$ cat src/rtl/sweeper_pkg.sv
// Shared definitions for the truth-table sweeper: FSM state codes,
// signature width and the signature rotate helper.
package sweeper_pkg;

  localparam int SIG_W = 32;

  typedef logic [1:0] state_t;

  localparam state_t ST_IDLE   = 2'd0;
  localparam state_t ST_SETTLE = 2'd1;
  localparam state_t ST_FINISH = 2'd2;

  // Rotate left by one bit; the signature shifts each new sample in at bit 0.
  function automatic logic [SIG_W-1:0] rotl1(input logic [SIG_W-1:0] v);
    return {v[SIG_W-2:0], v[SIG_W-1]};
  endfunction

endpackage

$ cat src/rtl/truth_table_sweeper_settle_timer.sv
// Settle-window timer: counts cycles while run is high and flags the last
// cycle of the window so the caller can sample and move on.
module settle_timer #(
  parameter int SETTLE_CYCLES = 7
) (
  input  logic clk,
  input  logic rst,
  input  logic clear,
  input  logic run,
  output logic expire
);

  localparam int CW = $clog2(SETTLE_CYCLES + 1);
  localparam logic [CW-1:0] LAST = CW'(SETTLE_CYCLES - 1);

  logic [CW-1:0] count_r;

  // Window counter: cleared between vectors, advances once per cycle while running.
  always_ff @(posedge clk) begin
    if (rst) begin
      count_r <= {CW{1'b0}};
    end else if (clear) begin
      count_r <= {CW{1'b0}};
    end else if (run) begin
      count_r <= count_r + CW'(1);
    end else begin
      count_r <= count_r;
    end
  end

  assign expire = (count_r == LAST);

endmodule

$ cat src/rtl/truth_table_sweeper.sv
// Truth-table sweeper: drives every input vector in ascending order, holds
// each for a settle window, samples the circuit response at the end of the
// window, streams it out and folds it into a signature and a ones-count.
module truth_table_sweeper
  import sweeper_pkg::*;
#(
  parameter int N_IN          = 3,
  parameter int N_OUT         = 1,
  parameter int SETTLE_CYCLES = 7
) (
  input  logic              clk,
  input  logic              rst,
  input  logic              start,
  input  logic              abort,
  output logic [N_IN-1:0]   vec_out,
  input  logic [N_OUT-1:0]  dut_out,
  output logic              busy,
  output logic              sample_valid,
  output logic [N_IN-1:0]   sample_index,
  output logic [N_OUT-1:0]  sample_data,
  output logic              done,
  output logic [SIG_W-1:0]  signature,
  output logic [N_IN:0]     ones_count
);

  state_t state_r;
  logic   run_s;
  logic   clear_s;
  logic   expire_s;
  logic   last_vec_s;

  // The timer only runs in SETTLE and restarts at every vector boundary.
  assign run_s      = (state_r == ST_SETTLE);
  assign clear_s    = (~run_s) | expire_s;
  assign last_vec_s = &vec_out;

  settle_timer #(
    .SETTLE_CYCLES(SETTLE_CYCLES)
  ) u_timer (
    .clk    (clk),
    .rst    (rst),
    .clear  (clear_s),
    .run    (run_s),
    .expire (expire_s)
  );

  // Sweep FSM, vector counter, sample stream and accumulators.
  always_ff @(posedge clk) begin
    if (rst) begin
      state_r      <= ST_IDLE;
      vec_out      <= {N_IN{1'b0}};
      busy         <= 1'b0;
      sample_valid <= 1'b0;
      sample_index <= {N_IN{1'b0}};
      sample_data  <= {N_OUT{1'b0}};
      done         <= 1'b0;
      signature    <= {SIG_W{1'b0}};
      ones_count   <= {(N_IN+1){1'b0}};
    end else begin
      // Strobes are single-cycle unless re-asserted below.
      sample_valid <= 1'b0;
      done         <= 1'b0;
      case (state_r)
        ST_IDLE: begin
          if (start) begin
            state_r    <= ST_SETTLE;
            vec_out    <= {N_IN{1'b0}};
            busy       <= 1'b1;
            signature  <= {SIG_W{1'b0}};
            ones_count <= {(N_IN+1){1'b0}};
          end else begin
            state_r <= ST_IDLE;
          end
        end
        ST_SETTLE: begin
          if (abort) begin
            // Abort beats a coincident sample: the partial vector is dropped.
            state_r <= ST_IDLE;
            vec_out <= {N_IN{1'b0}};
            busy    <= 1'b0;
          end else if (expire_s) begin
            sample_valid <= 1'b1;
            sample_index <= vec_out;
            sample_data  <= dut_out;
            signature    <= rotl1(signature) ^ SIG_W'(dut_out);
            ones_count   <= ones_count + (N_IN+1)'(dut_out[0]);
            if (last_vec_s) begin
              state_r <= ST_FINISH;
              vec_out <= {N_IN{1'b0}};
              busy    <= 1'b0;
              done    <= 1'b1;
            end else begin
              vec_out <= vec_out + N_IN'(1);
            end
          end else begin
            state_r <= ST_SETTLE;
          end
        end
        ST_FINISH: begin
          state_r <= ST_IDLE;
        end
        default: begin
          state_r <= ST_IDLE;
          vec_out <= {N_IN{1'b0}};
          busy    <= 1'b0;
        end
      endcase
    end
  end

endmodule
$ cat config.mk
export PLATFORM = sky130hd
export DESIGN_NAME = truth_table_sweeper
export DESIGN_NICKNAME = d
export VERILOG_FILES = /design/src/rtl/sweeper_pkg.sv /design/src/rtl/truth_table_sweeper_settle_timer.sv /design/src/rtl/truth_table_sweeper.sv
export SDC_FILE = /design/constraint.sdc
export NUM_CORES = 1
export LEC_CHECK = 0
export ABC_CLOCK_PERIOD_IN_PS = 1400
export BUFFER_PORTS_ARGS = -buffer_cell sky130_fd_sc_hd__buf_2
export CORE_MARGIN = 2
export CORE_UTILIZATION = 40
export DETAILED_ROUTE_END_ITERATION = 12
export HOLD_SLACK_MARGIN = 0.02
export SLEW_MARGIN = 0
export SYNTH_ARGS = -nofsm -noshare
export SYNTH_HDL_FRONTEND = slang
export SYNTH_SLANG_ARGS = --single-unit
$ cat constraint.sdc
create_clock -name clk -period 1.4 [get_ports clk]
set_input_delay 0.14 -clock clk [delete_from_list [all_inputs] [get_ports clk]]
set_output_delay 0.14 -clock clk [all_outputs]
set_load 0.05 [all_outputs]
==> results_dict.tcl <==
set metrics [dict create \
    run_status "finished, final reports clean" \
    antenna_found_initial 0 \
    detail_route.vias_per_cell 4.83 \
    unrepaired_setup_endpoints_after_global_routing "yes" \
    buffer_ports.inserted 50 \
    timing.fmax_mhz 719 \
    slowest_stage_cell_on_the_critical_path "dfxtp_2" \
    cts_hold_buffers 0 \
    timing_worst_slew_pin_value_ns 0.323 \
    report.final.setup_viol 0 \
    path_clk_slew_ns 0.09 \
    remaining_max_slew_budget_at_the_tightest_pin 0.784 \
    die_w_um 80.1 \
    drt.antenna.violating_nets 0 \
    layout_commonest_cell "buf_2" \
    synth_cells 231 \
    maxCapViolCount 0 \
    die-area_um2 6410 \
    hp-class "input port to register" \
    tritoncts_num_sinks 51 \
    grt_total_usage 0.159 \
    mostFrequentLayoutCells "50 x buf_2, 46 x dfxtp_1, 40 x nand2b_1" \
    synthesis.nets 242 \
    grt_max_degree 20 \
    die_height_um 80.1 \
    io-pin-count 51 \
    synth_async_sr_flop_share 0 \
    critPathMaxStageDelay_ns 0.34 \
    areaGrowthSynthToFinish_pct 27.0 \
    drt_first_iter_violations 84 \
    ys_seq_area_frac 0.441 \
    drt-total-wl_mm 4.80 \
    synthFlopType "dfxtp_1" \
    wire_per_inst_um 13.0 \
    critical_path.endpoint_type "register" \
    dr_total_vias 1783 \
    cts_tree "yes" \
    required_ns 1.60 \
    globalRoute.totalOverflow 0 \
    yosys_register_bits 51 \
    nets 307 \
    dr.pass1.iters 4 \
    clk-insertion-delay-late_ns 0.30 \
    synthesis.area_per_instance_um2 10.0 \
    fin_hold_ws_ns 0.147 \
    power_density_nw_per_um2 903 \
    slew_viol_final 0 \
    wire_length_of_the_first_global_routing_pass_mm 8.05 \
    synth.distinct_cells 32 \
    grt_pass1_vias 1722 \
    critical_path.cell_chain "inv_2 > ha_4 > and4b_2 > o21a_4 > buf_4 > mux2i_1" \
    rows 27 \
    hold_viol_final 0 \
    antenna-diode-count 0 \
    arrival_ns 1.59 \
    max-clock-path-buffers 2 \
    crit_fanout 6 \
    placeableCoreArea_um2 5540 \
    routability_congestion_estimate_from_global_placement 0.785 \
    netlist_area_um2 2310 \
    synth_warnings 0 \
    cts_max_level 2 \
    start_kind "register" \
    worst_ir_drop_vdd_v 0.000478 \
    final.period_utilization 0.994 \
    synth-edff-count 0 \
    p_leak_nw 1.25 \
    clk_root_buffer_cell "clkbuf_8" \
    remaining_drc_errors 0 \
    dpl.hpwl_mm 3.41 \
    crit_type "register to register" \
    fin_ws_ns 0.00841 \
    clock-skew-final_ns 0.00606 \
    drive_gt1_frac 0.428 \
    period_needed_ns 1.39 \
    effective_utilization_at_floorplan 0.418 \
    tritoncts.num_buffers 5 \
    place_worst_setup_slack_ns -0.0613 \
]
## layout make-up
| type | instances | area (µm²) |
|---|---|---|
| tap | 72 | 90.1 |
| clock buffer | 7 | 96.3 |
| inverter | 3 | 11.3 |
| multi-input combinational | 163 | 1250 |
| timing repair buffer | 72 | 453 |
| sequential | 51 | 1030 |
| fill | 548 | 2600 |
| clock inverter | 1 | 7.51 |
## sequential cells by signal, summed over array words and instances, names as in the netlist
name,count
u_timer.count_r,3
vec_out,3
busy,1
ones_count,4
state_r,2
done,1
sample_valid,1
signature,32
sample_index,3
sample_data,1
## metrics by stage
stage	cell area (µm²)	TNS, ns	power [mW]	util	std cells
final	2940	0	2.65	0.530	369
after global routing	2940	-1.71	2.75	0.530	369
after CTS	2910	0	2.69	0.525	367
after detailed placement	2790	-1.26	1.75	0.503	359
after global placement	2790	-0.157	1.75	0.503	359
after floorplan	2360	-2.93	1.68	-	231
## power by group
part / total, mW / switching (mW) / internal (mW)
Sequential: 1.47 / 0.00844 / 1.46
Clock: 0.931 / 0.481 / 0.450
Combinational: 0.254 / 0.134 / 0.121
## per-layer routing
| metal | routed length (µm) | part of all wire | GRT usage |
|---|---|---|---|
| met1 | 2360 | 0.49 | 0.219 |
| met2 | 2170 | 0.45 | 0.243 |
| met3 | 229 | 0.048 | 0.0438 |
| met4 | 43 | 0.0090 | 0.0458 |
| met5 | 0 | 0 | 0 |
## critical path, delay by kind of cell, from the launching register on
family | cells | cell delay, ns
buffers and inverters | 2 | 0.22
AOI/OAI and AO/OA | 1 | 0.24
muxes | 1 | 0.12
adders and majority gates | 1 | 0.16
DFF | 1 | 0.34
and+or+nand+nor | 1 | 0.22
## final timing paths
kind | start | endpoint | slack (ns) | cells past startpoint
hold reg to reg | sample_data$_SDFFE_PP0P_ | sample_data$_SDFFE_PP0P_ | 0.48 | 2
setup / recovery | u_timer.count_r[0]$_SDFFE_PP0N_ | signature[2]$_SDFFE_PP0P_ | 0.008 | 6
hold / removal | dut_out | sample_data$_SDFFE_PP0P_ | 0.15 | 3
setup reg to reg | u_timer.count_r[0]$_SDFFE_PP0N_ | signature[2]$_SDFFE_PP0P_ | 0.008 | 6
## what timing repair did
item                       CTS  global route
setup buffers                0             2
setup endpoints to repair   38            37
pin swaps                    2             1
gates resized for setup      4             4
## synthesized netlist by cell type (all sizes together), types with 3 or more instances
cell type	number	area, µm²
dfxtp	51	1020
nand2b	40	250
mux2i	36	360
or2	31	194
clkbuf	9	33.8
nand3	7	35.0
ha	6	75.1
a21oi	5	25.0
buf	5	56.3
nor2	4	15.0
nor2b	4	25.0
o21ai	4	20.0
inv	3	11.3
## kinds of logic (layout without fill, tap and decap cells)
group / Yosys count / in the layout / synth area share
flops: 51 / 51 / 0.441
compound gates: 18 / 18 / 0.0503
mux: 36 / 36 / 0.156
fa+ha+maj: 6 / 6 / 0.0324
buf+inv: 17 / 83 / 0.0438
xor+xnor: 1 / 1 / 0.00379
simple gates: 102 / 102 / 0.273
(Power assumes the default switching activity.)
